**config.mk**
```make
export PLATFORM = sky130hd
export DESIGN_NAME = sram_arbiter
export DESIGN_NICKNAME = d
export VERILOG_FILES = /design/src/rtl/next186_pkg.sv /design/src/rtl/sram_arb_pick.sv /design/src/rtl/sram_arbiter.sv
export SDC_FILE = /design/constraint.sdc
export NUM_CORES = 1
export LEC_CHECK = 0
export CAP_MARGIN = 20
export CORE_ASPECT_RATIO = 0.6
export CORE_MARGIN = 10
export CORE_UTILIZATION = 35
export DETAILED_ROUTE_END_ITERATION = 12
export PLACE_DENSITY = 0.71
export SYNTH_ARGS = -nofsm -noshare
export SYNTH_HDL_FRONTEND = slang
export SYNTH_SLANG_ARGS = --single-unit
```
**constraint.sdc**
```tcl
create_clock -name clk_sys -period 4.95 [get_ports clk_sys]
set_clock_uncertainty 0.2 [all_clocks]
set_input_delay 0.99 -clock clk_sys [delete_from_list [all_inputs] [get_ports clk_sys]]
set_output_delay 0.99 -clock clk_sys [all_outputs]
set_load 0.02 [all_outputs]
```
**src/rtl/next186_pkg.sv**
```systemverilog
// Types and widths shared by the Next186 SRAM arbiter.
// Holds the arbiter FSM state and the bus-owner encoding.
package next186_pkg;

   localparam int SRAM_AW = 21;
   localparam int SRAM_DW = 8;

   typedef enum logic [1:0] {
      IDLE,
      ACCESS,
      RECOVER
   } arb_state_t;

   typedef enum logic [1:0] {
      OWN_VID,
      OWN_DL,
      OWN_CPU
   } owner_t;

endpackage

```
**src/rtl/sram_arb_pick.sv**
```systemverilog
// Combinational priority selector for the SRAM arbiter.
// Video > download > CPU, except a starved CPU beats video.
module sram_arb_pick
   import next186_pkg::*;
#(
   parameter int VID_BURST = 4,
   parameter int SW        = 3
) (
   input  logic          vid_req,
   input  logic          dl_req,
   input  logic          cpu_req,
   input  logic          dl_active,
   input  logic [SW-1:0] streak,
   output owner_t        owner,
   output logic          valid
);

   logic cpu_ok;

   assign cpu_ok = cpu_req && !dl_active;

   always_comb begin
      owner = OWN_VID;
      valid = 1'b1;
      if (cpu_ok && (streak == SW'(VID_BURST))) begin
         owner = OWN_CPU;
      end else if (vid_req) begin
         owner = OWN_VID;
      end else if (dl_req) begin
         owner = OWN_DL;
      end else if (cpu_ok) begin
         owner = OWN_CPU;
      end else begin
         valid = 1'b0;
      end
   end

endmodule

```
**src/rtl/sram_arbiter.sv**
```systemverilog
// Three-way arbiter and cycle sequencer for the external 8-bit SRAM.
// Each access: IDLE grant, ACC_CYCLES of ACCESS, one RECOVER cycle.
module sram_arbiter
   import next186_pkg::*;
#(
   parameter int ACC_CYCLES = 2,
   parameter int VID_BURST  = 4
) (
   input  logic               clk_sys,
   input  logic               reset_n,
   input  logic               vid_req,
   input  logic [SRAM_AW-1:0] vid_addr,
   output logic               vid_ack,
   output logic [SRAM_DW-1:0] vid_rdata,
   input  logic               dl_active,
   input  logic               dl_req,
   input  logic [SRAM_AW-1:0] dl_addr,
   input  logic [SRAM_DW-1:0] dl_wdata,
   output logic               dl_ack,
   input  logic               cpu_req,
   input  logic               cpu_we,
   input  logic [SRAM_AW-1:0] cpu_addr,
   input  logic [SRAM_DW-1:0] cpu_wdata,
   output logic               cpu_ack,
   output logic [SRAM_DW-1:0] cpu_rdata,
   output logic [SRAM_AW-1:0] sram_a,
   output logic [SRAM_DW-1:0] sram_d_out,
   output logic               sram_d_oe,
   input  logic [SRAM_DW-1:0] sram_d_in,
   output logic               sram_we_n,
   output logic               busy
);

   localparam int SW = $clog2(VID_BURST + 1);
   localparam int CW = $clog2(ACC_CYCLES + 1);

   arb_state_t    state_q, state_d;
   owner_t        own_q, pick_own;
   logic          pick_vld;
   logic          we_q;
   logic          last_acc;
   logic [SW-1:0] streak_q;
   logic [CW-1:0] cnt_q;

   sram_arb_pick #(
      .VID_BURST(VID_BURST),
      .SW       (SW)
   ) u_pick (
      .vid_req  (vid_req),
      .dl_req   (dl_req),
      .cpu_req  (cpu_req),
      .dl_active(dl_active),
      .streak   (streak_q),
      .owner    (pick_own),
      .valid    (pick_vld)
   );

   assign last_acc = (state_q == ACCESS) &&
                     (cnt_q == CW'(ACC_CYCLES - 1));

   always_comb begin
      state_d   = state_q;
      sram_we_n = 1'b1;
      sram_d_oe = 1'b0;
      vid_ack   = 1'b0;
      dl_ack    = 1'b0;
      cpu_ack   = 1'b0;
      busy      = (state_q != IDLE);
      unique case (state_q)
         IDLE: begin
            if (pick_vld) state_d = ACCESS;
         end
         ACCESS: begin
            sram_we_n = ~we_q;
            sram_d_oe = we_q;
            if (last_acc) state_d = RECOVER;
         end
         RECOVER: begin
            sram_d_oe = we_q;
            vid_ack   = (own_q == OWN_VID);
            dl_ack    = (own_q == OWN_DL);
            cpu_ack   = (own_q == OWN_CPU);
            state_d   = IDLE;
         end
         default: state_d = IDLE;
      endcase
   end

   always_ff @(posedge clk_sys or negedge reset_n) begin
      if (!reset_n) state_q <= IDLE;
      else          state_q <= state_d;
   end

   always_ff @(posedge clk_sys or negedge reset_n) begin
      if (!reset_n) begin
         own_q      <= OWN_VID;
         we_q       <= 1'b0;
         cnt_q      <= '0;
         streak_q   <= '0;
         sram_a     <= '0;
         sram_d_out <= '0;
         vid_rdata  <= '0;
         cpu_rdata  <= '0;
      end else begin
         if (state_q == IDLE) begin
            // Starvation streak only counts while the CPU is waiting
            if (!cpu_req || (pick_vld && pick_own == OWN_CPU)) begin
               streak_q <= '0;
            end else if (pick_vld && pick_own == OWN_VID &&
                         streak_q != SW'(VID_BURST)) begin
               streak_q <= streak_q + SW'(1);
            end
            if (pick_vld) begin
               own_q <= pick_own;
               cnt_q <= '0;
               unique case (pick_own)
                  OWN_VID: begin
                     sram_a     <= vid_addr;
                     sram_d_out <= '0;
                     we_q       <= 1'b0;
                  end
                  OWN_DL: begin
                     sram_a     <= dl_addr;
                     sram_d_out <= dl_wdata;
                     we_q       <= 1'b1;
                  end
                  OWN_CPU: begin
                     sram_a     <= cpu_addr;
                     sram_d_out <= cpu_wdata;
                     we_q       <= cpu_we;
                  end
                  default: we_q <= 1'b0;
               endcase
            end
         end
         if (state_q == ACCESS) begin
            cnt_q <= cnt_q + CW'(1);
            if (last_acc && !we_q) begin
               if (own_q == OWN_VID) vid_rdata <= sram_d_in;
               if (own_q == OWN_CPU) cpu_rdata <= sram_d_in;
            end
         end
      end
   end

endmodule

```
==> flow_metrics.env, run 1 <==
export IMPL_nFillCells=680
export IMPL_worstSetupPathType="input port to flip-flop"
export IMPL_r2r_start="streak_q[0]"
export IMPL_dp_slack_ns=0.741
export IMPL_gp_congestion=0.787
export IMPL_drt_total_wl_um=9330
export IMPL_async_flop_share=1.00
export IMPL_cp_cell_sequence="clkdlybuf4s50_1 > nor2b_1 > a311oi_1 > inv_1 > ha_1 > buf_16 > a22oi_1 > o21ai_0 > mux2_2"
export IMPL_power_leakage_uw=0.00194
export IMPL_fmax_mhz=268
export IMPL_syn_area_per_cell_um2=11.2
export IMPL_drc=0
export IMPL_avgRoutedWirePerCell_um=18.2
export IMPL_drive_gt1_frac=0.171
export IMPL_antenna_cells=0
export IMPL_netlist_instances=263
export IMPL_rsz0062_at_grt="false"
export IMPL_cts_resized=0
export IMPL_vias=2539
export IMPL_final_util=0.580
export IMPL_coreArea_mm2=0.00804
export IMPL_vdd_drop_max_mv=0.271
export IMPL_cp_start_kind="input port"
export IMPL_cp_startpoint="cpu_req"
export IMPL_grtUsageTotal=0.146
export IMPL_synth_area_mm2=0.00295
export IMPL_slew_headroom=0.521
export IMPL_finalCriticalPeriod_ns=3.74
export IMPL_io_buffers=144
export IMPL_ys_ff_latch=55
export IMPL_end_kind="flip-flop"
export IMPL_grt_pass1_vias=2748
export IMPL_clkTransAtPathRegs_ns=0.07
export IMPL_htree_levels=2
export IMPL_ant_nets=0
export IMPL_synth_seq_area_share=0.467
export IMPL_setup_slack_ns=1.21
export IMPL_multi_input_area_mm2=0.00144
export IMPL_hold_class="flip-flop to flip-flop"
export IMPL_min_delay_start="cpu_rdata[5]"
export IMPL_viasPerCell=4.96
export IMPL_numCtsBuffers=5
export IMPL_dieWidth_um=138
export IMPL_cts_root_buf="clkbuf_16"
export IMPL_num_nets_final=508
export IMPL_firstDrtPassIters=5
export IMPL_ios=145
export IMPL_status="finished, final reports clean"
export IMPL_grt_max_degree=56
export IMPL_cap_violations=0
export IMPL_final_setup_tns_ns=0
export IMPL_yosysWarningCount=0
export IMPL_finalSetupViolations=0
export IMPL_regArea_mm2=0.00138
export IMPL_placed_cells=503
export IMPL_cts_hold_buffers=0
export IMPL_first_iter_violations=111
export IMPL_critPathBufInv=3
export IMPL_slew_violations=0
export IMPL_finalPower_uw=2360
export IMPL_critPathMaxStageDelay_ns=0.60
export IMPL_critPathRequiredTime_ns=4.94
export IMPL_areaGrowthSynthToFinish_pct=58.1
export IMPL_ys_flop_type="dfrtp_1"
export IMPL_grt_pass1_wl_um=15200
export IMPL_cts_tree="yes"
export IMPL_hpwl_um=7210
export IMPL_cpLargestDelayFamily="compound AO/OA/AOI/OAI gates"
export IMPL_cts_sinks=55
export IMPL_start_util=0.367
export IMPL_hold_viol=0
export IMPL_crit_path_top_delay_cell="a311oi_1"
export IMPL_tightest_slew_ns=0.719
export IMPL_syn_nets=368
export IMPL_cp_arrival_ns=3.73
export IMPL_post_route_period_util=0.755
export IMPL_rows=25
export IMPL_synthDistinctLibCells=37
export IMPL_finalNonFillerCells=512
export IMPL_p_per_area_mw_per_mm2=505
export IMPL_clkLatencyLatePin_ns=0.30
export IMPL_overflow=0
export IMPL_synth_edf_count=0
export IMPL_fp_dieH_um=91.1
export IMPL_path_max_fanout=23
export IMPL_postCtsSetupRepairBufs=0
export IMPL_clock_tree_buffer_depth=2
export IMPL_die_area_mm2=0.0126
export IMPL_antenna_found_initial=0
[Yosys cell counts (all sizes together) (2+ instances only)]
| library cell | instances | area [um2] |
|---|---|---|
| inv | 12 | 45.0 |
| a22oi | 29 | 218 |
| o21ai | 22 | 110 |
| dfrtp | 55 | 1380 |
| buf | 5 | 51.3 |
| nor3b | 2 | 15.0 |
| nand2b | 3 | 26.3 |
| nor2b | 3 | 18.8 |
| a31oi | 3 | 18.8 |
| nand2 | 25 | 93.8 |
| mux2 | 49 | 589 |
| a21oi | 4 | 20.0 |
| nor2 | 12 | 47.6 |
| clkbuf | 12 | 45.0 |
| ha | 11 | 138 |
| a32o | 2 | 20.0 |
[layout make-up]
class,count,share of cell area
clock inverter,3,0.00591
multi-input combinational,179,0.308
timing repair buffer,150,0.325
inverter,12,0.00967
sequential,55,0.295
tap,108,0.0290
clock buffer,5,0.0269
[power by group]
group	switching, uW	internal [uW]
Sequential	110	640
Clock	177	192
Combinational	576	660
Total	863	1490
[worst register-to-register path, stage by stage (launching register included)]
cell and delay [ns]:
dfrtp_1 0.39, inv_1 0.06, ha_1 0.23, a311oi_1 0.57, inv_1 0.16, ha_1 0.43, buf_16 0.25, a22oi_1 0.21
o21ai_0 0.12, mux2_2 0.27
[per-stage QoR]
stage	cell area [um2]	hold WS [ns]
6_report	4660	0.308
5_1_grt	4660	0.327
3_5_place_dp	4480	0.294
2_1_floorplan	2950	0.291
4_1_cts	4630	0.312
3_3_place_gp	4480	0.288
[path summary, 6_finish.rpt]
| check | to | slack (ns) | depth (start not counted) |
|---|---|---|---|
| hold / removal | cpu_rdata[5] | 0.31 | 1 |
| setup reg to reg | sram_a[18] | 1.96 | 9 |
| setup / recovery | sram_a[18] | 1.21 | 9 |
| hold reg to reg | cpu_rdata[5] | 0.31 | 1 |
| min in group asynchronous | sram_a[15] | 0.62 | 2 |
| max in group asynchronous | streak_q[0] | 3.44 | 2 |
[logic make-up after synthesis]
family / share of synthesized area
buffers and inverters: 0.0480
muxes: 0.200
DFF: 0.467
and+or+nand+nor: 0.0837
AOI/OAI and AO/OA: 0.155
adders and majority gates: 0.0467
[sequential cells by signal, indices dropped and copies added, names as in the netlist]
signal,cells
sram_a,21
we_q,1
own_q,2
streak_q,3
cnt_q,2
state_q,2
sram_d_out,8
vid_rdata,8
cpu_rdata,8
[cell usage in the layout (no fill, tap or decap), types with 3 or more instances in the layout]
cell type / netlist / final
clkdlybuf4s50_1: 0 / 143
dfrtp_1: 55 / 55
mux2_2: 39 / 39
a22oi_1: 29 / 29
nand2_1: 25 / 25
o21ai_0: 22 / 22
inv_1: 11 / 11
nor2_1: 11 / 11
ha_1: 11 / 11
mux2_4: 10 / 10
clkbuf_16: 0 / 5
a21oi_1: 4 / 4
buf_4: 2 / 4
nor2b_1: 3 / 3
a31oi_1: 3 / 3
[metal layers]
metal  part of all wire  track usage  vias up
met5                  0            0        -
met4              0.012       0.0358        0
met3              0.089       0.0655        8
met2               0.46        0.235       88
met1               0.44        0.174     1220
li1                   -            -     1223
Power figures use the tool's default switching activity.
==> run 2: changes to the inputs <==
--- a/config.mk
+++ b/config.mk
@@ -10,7 +10,7 @@
 export CORE_MARGIN = 10
 export CORE_UTILIZATION = 35
 export DETAILED_ROUTE_END_ITERATION = 12
-export PLACE_DENSITY = 0.71
+export PLACE_DENSITY = 0.74
 export SYNTH_ARGS = -nofsm -noshare
 export SYNTH_HDL_FRONTEND = slang
 export SYNTH_SLANG_ARGS = --single-unit
==> constraint.sdc (replaced) <==
create_clock -name clk_sys -period 3 [get_ports clk_sys]
set_clock_uncertainty 0.2 [all_clocks]
set_input_delay 0.6 -clock clk_sys [delete_from_list [all_inputs] [get_ports clk_sys]]
set_output_delay 0.6 -clock clk_sys [all_outputs]
set_load 0.02 [all_outputs]
==> flow_metrics.env, run 2 (synthesis results as in run 1) <==
export IMPL_status="finished, final reports clean"
export IMPL_ios=145
export IMPL_postCtsSetupRepairBufs=0
export IMPL_antenna_cells=0
export IMPL_io_buffers=144
export IMPL_firstDrtPassIters=4
export IMPL_tightest_slew_ns=0.523
export IMPL_viasPerCell=5.00
export IMPL_layout_commonest_cell="clkdlybuf4s50_1"
export IMPL_end_kind="flip-flop"
export IMPL_antenna_found_initial=0
export IMPL_critPathRequiredTime_ns=2.98
export IMPL_vdd_drop_max_mv=0.368
export IMPL_hold_class="input port to async pin"
export IMPL_path_max_fanout=29
export IMPL_finalPower_uw=3920
export IMPL_clock_tree_buffer_depth=2
export IMPL_r2r_start="streak_q[0]"
export IMPL_worst_r2r_path_depth=9
export IMPL_grt_pass1_wl_um=15200
export IMPL_crit_path_top_delay_cell="clkdlybuf4s50_1"
export IMPL_cp_cell_sequence="clkdlybuf4s50_1 > nor2b_1 > a311oi_1 > inv_1 > ha_1 > buf_12 > a22oi_1 > o21ai_0 > mux2_2"
export IMPL_cts_sinks=55
export IMPL_gp_congestion=0.805
export IMPL_cts_root_buf="clkbuf_16"
export IMPL_fp_dieH_um=91.1
export IMPL_clkLatencyLatePin_ns=0.30
export IMPL_fmax_mhz=366
export IMPL_start_util=0.367
export IMPL_first_iter_violations=98
export IMPL_die_area_mm2=0.0126
export IMPL_p_per_area_mw_per_mm2=825
export IMPL_slew_headroom=0.650
export IMPL_numCtsBuffers=5
export IMPL_rrSetupSlack_ns=0.51
export IMPL_rsz0062_at_grt="false"
export IMPL_drt_total_wl_um=9370
export IMPL_cts_tree="yes"
export IMPL_vias=2590
export IMPL_finalSetupViolations=0
export IMPL_regMostFlops="sram_a"
export IMPL_r2r_end="sram_a[13]"
export IMPL_cp_start_kind="input port"
export IMPL_cp_arrival_ns=2.72
export IMPL_dieWidth_um=138
export IMPL_slew_violations=0
export IMPL_drive_gt1_frac=0.183
export IMPL_power_leakage_uw=0.00199
export IMPL_largest_reg_flops=21
export IMPL_final_cell_mix="clkdlybuf4s50_1 (143), dfrtp_1 (55), mux2_2 (39), a22oi_1 (29), nand2_1 (25)"
export IMPL_cap_violations=0
export IMPL_coreArea_mm2=0.00804
export IMPL_avgRoutedWirePerCell_um=18.1
export IMPL_grt_pass1_vias=2822
export IMPL_hold_viol=0
export IMPL_drc=0
export IMPL_rows=25
export IMPL_cts_resized=0
export IMPL_grt_max_degree=56
export IMPL_hpwl_um=7270
export IMPL_areaGrowthSynthToFinish_pct=61.1
export IMPL_ant_nets=0
export IMPL_clkTransAtPathRegs_ns=0.07
export IMPL_timing_hold_ws_ns=0.0811
export IMPL_num_nets_final=514
export IMPL_finalCriticalPeriod_ns=2.74
export IMPL_cts_hold_buffers=0
export IMPL_placed_cells=510
export IMPL_htree_levels=2
export IMPL_post_route_period_util=0.912
export IMPL_grtUsageTotal=0.147
export IMPL_finalNonFillerCells=518
export IMPL_critPathMaxStageDelay_ns=0.51
export IMPL_worstSetupPathType="input port to flip-flop"
export IMPL_overflow=0
-- run 2: final cells by class --
class / count / area, um2
sequential: 55 / 1380
clock inverter: 3 / 27.5
multi-input combinational: 179 / 1440
tap: 108 / 135
timing repair buffer: 156 / 1600
fill: 652 / 3290
clock buffer: 5 / 125
inverter: 12 / 45.0
-- run 2: critical path, delay by kind of cell --
family                   cells  cell delay [ns]
AO/OA/AOI/OAI                3             0.67
adder cells (fa/ha/maj)      1             0.28
multiplexers                 1             0.26
AND/OR/NAND/NOR              1             0.07
buffers and inverters        3             0.81
-- run 2: worst max-delay path by stage --
stage	startpoint	cells past startpoint	end	slack (ns)
6_report	dl_active	9	sram_a[13]	0.26
5_1_grt	dl_active	9	sram_a[14]	0.09
4_1_cts	dl_req	9	sram_a[14]	0.28
3_5_place_dp	dl_req	9	sram_a[14]	-0.04
3_3_place_gp	dl_active	9	sram_a[6]	-0.01
2_1_floorplan	cpu_req	8	sram_a[20]	0.31
-- run 2: metrics by stage --
stage	worst slack [ns]	setup TNS [ns]	util	area (um2)
detailed placement	-0.0369	-0.195	0.572	4590
global placement	-0.0117	-0.0219	0.572	4590
global route	0.0852	0	0.591	4750
finish	0.264	0	0.591	4750
CTS	0.284	0	0.591	4750
floorplan	0.313	0	-	2950
-- run 2: routing by layer --
metal	part of all wire	vias up	global-route usage
li1	-	1241	-
met1	0.43	1239	0.173
met2	0.46	97	0.236
met3	0.094	13	0.0629
met4	0.019	0	0.0481
met5	0	-	0
-- run 2: where the power goes --
part | internal (uW) | total [uW] | switching, uW
clock | 319 | 604 | 286
sequential | 1060 | 1230 | 178
combinational | 1110 | 2080 | 964
total | 2490 | 3920 | 1430
==> run 3: changes to the inputs <==
--- a/config.mk
+++ b/config.mk
@@ -5,12 +5,13 @@
 export SDC_FILE = /design/constraint.sdc
 export NUM_CORES = 1
 export LEC_CHECK = 0
+export ABC_AREA = 1
 export CAP_MARGIN = 20
 export CORE_ASPECT_RATIO = 0.6
 export CORE_MARGIN = 10
 export CORE_UTILIZATION = 35
 export DETAILED_ROUTE_END_ITERATION = 12
-export PLACE_DENSITY = 0.74
+export PLACE_DENSITY = 0.73
 export SYNTH_ARGS = -nofsm -noshare
 export SYNTH_HDL_FRONTEND = slang
 export SYNTH_SLANG_ARGS = --single-unit
==> flow_metrics.env, run 3 <==
export IMPL_status="finished, final reports clean"
export IMPL_coreArea_mm2=0.00856
export IMPL_grtUsageTotal=0.155
export IMPL_yosysMostFrequentCell="nand2_1"
export IMPL_r2r_start="streak_q[0]"
export IMPL_antenna_cells=0
export IMPL_cts_root_buf="clkbuf_16"
export IMPL_critPathMaxStageDelay_ns=0.63
export IMPL_hpwl_um=8040
export IMPL_ant_nets=0
export IMPL_ios=145
export IMPL_cap_violations=0
export IMPL_finalSetupViolations=0
export IMPL_grt_pass1_vias=3239
export IMPL_placed_cells=645
export IMPL_drc=0
export IMPL_cp_cell_sequence="inv_1 > ha_1 > inv_1 > clkdlybuf4s50_1"
export IMPL_end_kind="primary output"
export IMPL_first_iter_violations=135
export IMPL_netlist_instances=399
export IMPL_path_max_fanout=4
export IMPL_finalCriticalPeriod_ns=2.65
export IMPL_cts_tree="yes"
export IMPL_final_setup_tns_ns=0
export IMPL_synthDistinctLibCells=28
export IMPL_hold_class="input port to async pin"
export IMPL_clock_tree_buffer_depth=2
export IMPL_finalNonFillerCells=653
export IMPL_cp_arrival_ns=1.85
export IMPL_antenna_found_initial=0
export IMPL_power_leakage_uw=0.00230
export IMPL_critPathBufInv=3
export IMPL_drive_gt1_frac=0.0906
export IMPL_post_route_period_util=0.882
export IMPL_synth_seq_area_share=0.445
export IMPL_nFillCells=798
export IMPL_areaGrowthSynthToFinish_pct=56.8
export IMPL_rows=26
export IMPL_avgRoutedWirePerCell_um=15.9
export IMPL_vias=3097
export IMPL_syn_nets=504
export IMPL_syn_area_per_cell_um2=7.76
export IMPL_cp_start_kind="flip-flop"
export IMPL_fp_dieH_um=92.8
export IMPL_firstDrtPassIters=4
export IMPL_tightest_slew_ns=0.505
export IMPL_synth_area_mm2=0.00310
export IMPL_ys_flop_type="dfrtp_1"
export IMPL_regMostFlops="sram_a"
export IMPL_p_per_area_mw_per_mm2=768
export IMPL_critPathRequiredTime_ns=2.20
export IMPL_final_cell_mix="clkdlybuf4s50_1 (143), nand2_1 (118), o21ai_0 (56), dfrtp_1 (55), inv_1 (47)"
export IMPL_slew_violations=0
export IMPL_hold_viol=0
export IMPL_rsz0062_at_grt="false"
export IMPL_crit_path_top_delay_cell="clkdlybuf4s50_1"
export IMPL_io_buffers=144
export IMPL_num_nets_final=645
export IMPL_numCtsBuffers=5
export IMPL_viasPerCell=4.74
export IMPL_postCtsSetupRepairBufs=0
export IMPL_worstSetupPathType="flip-flop to primary output"
export IMPL_drt_total_wl_um=10400
export IMPL_cpMostUsedCell="inv_1"
export IMPL_fmax_mhz=378
export IMPL_synth_top_area_frac=0.445
export IMPL_synth_area_leaders="dfrtp_1 (44%), nand2_1 (14%), o21ai_0 (9.1%)"
export IMPL_rrSetupSlack_ns=0.52
export IMPL_vdd_drop_max_mv=0.304
export IMPL_htree_levels=2
export IMPL_gp_congestion=0.802
export IMPL_cts_hold_buffers=0
export IMPL_grt_pass1_wl_um=16800
export IMPL_die_area_mm2=0.0131
export IMPL_clkLatencyLatePin_ns=0.29
export IMPL_cts_sinks=55
export IMPL_clkTransAtPathRegs_ns=0.07
export IMPL_r2r_end="streak_q[2]"
export IMPL_yosysWarningCount=0
export IMPL_start_util=0.362
export IMPL_worst_r2r_path_depth=13
export IMPL_largest_reg_flops=21
export IMPL_synth_largest_area_cell="dfrtp_1"
export IMPL_ys_ff_latch=55
export IMPL_layout_commonest_cell="clkdlybuf4s50_1"
export IMPL_cpLargestDelayFamily="buffers and inverters"
export IMPL_slew_headroom=0.663
export IMPL_overflow=0
export IMPL_synth_edf_count=0
export IMPL_netlist_top_cells_count="nand2_1 (118), o21ai_0 (56), dfrtp_1 (55)"
export IMPL_cts_resized=0
export IMPL_async_flop_share=1.00
export IMPL_dieWidth_um=141
export IMPL_grt_max_degree=56
run 3: changes by cell type in the layout (fill, tap and decap cells not counted), moves of 6 or more:
cell	before	now
mux2_2	39	0
mux2_4	10	0
o21ai_0	22	56
a22o_1	0	8
o21ai_2	0	10
a21oi_1	4	22
nand2_2	0	12
inv_1	11	47
nand3_1	0	13
a22oi_1	29	0
o21ai_1	0	6
nor2_1	11	5
nand2_1	25	118
run 3: kinds of logic (layout without fill, tap and decap cells):
family,Yosys count,count (layout),share of synthesized area
AND/OR/NAND/NOR,158,158,0.219
flip-flops,55,55,0.445
buffers and inverters,69,211,0.0954
adder cells (fa/ha/maj),11,11,0.0445
AO/OA/AOI/OAI,105,105,0.193
XOR/XNOR,1,1,0.00283
run 3: how the worst max path moves through the flow:
stage,startpoint,to,slack [ns],cells past startpoint
floorplan,dl_active,sram_a[0],0.63,11
global placement,dl_active,sram_a[0],0.14,12
detailed placement,cpu_req,sram_a[10],0.07,11
CTS,state_q[0],busy,0.35,4
global route,dl_active,sram_a[1],0.13,12
finish,state_q[0],busy,0.35,4
run 3: layout make-up:
cell class | count | area (um2) | share of cell area
sequential | 55 | 1380 | 0.284
tap | 112 | 140 | 0.0289
multi-input combinational | 275 | 1420 | 0.293
inverter | 47 | 176 | 0.0363
clock buffer | 6 | 139 | 0.0286
timing repair buffer | 156 | 1560 | 0.322
clock inverter | 2 | 35.0 | 0.00722
run 3: worst register-to-register path, delay by kind of cell (launching register included):
family | cells | cell delay (ns)
AND/OR/NAND/NOR | 9 | 0.99
adder cells (fa/ha/maj) | 2 | 0.60
flip-flops | 1 | 0.39
buffers and inverters | 2 | 0.19
run 3: report_power, final:
part	switching (uW)	internal [uW]	total [uW]
registers	169	1030	1200
logic	1030	819	1850
clock network	265	416	681
total	1460	2260	3730
run 3: layer usage:
metal	up-vias	global-route usage	wire, um
li1	1556	-	-
met1	1436	0.190	4660
met2	100	0.261	4940
met3	5	0.0490	738
met4	0	0.0339	61
met5	-	0	0
run 3: stage by stage:
step | hold WS (ns) | util | setup WS, ns | power, uW | cell area [um2]
2_1_floorplan | 0.104 | - | 0.625 | 2200 | 3100
3_3_place_gp | 0.269 | 0.547 | 0.143 | 3010 | 4680
3_5_place_dp | 0.277 | 0.547 | 0.0706 | 3080 | 4680
4_1_cts | 0.110 | 0.567 | 0.352 | 3780 | 4850
5_1_grt | 0.115 | 0.567 | 0.130 | 3980 | 4850
6_report | 0.0786 | 0.567 | 0.354 | 3730 | 4850
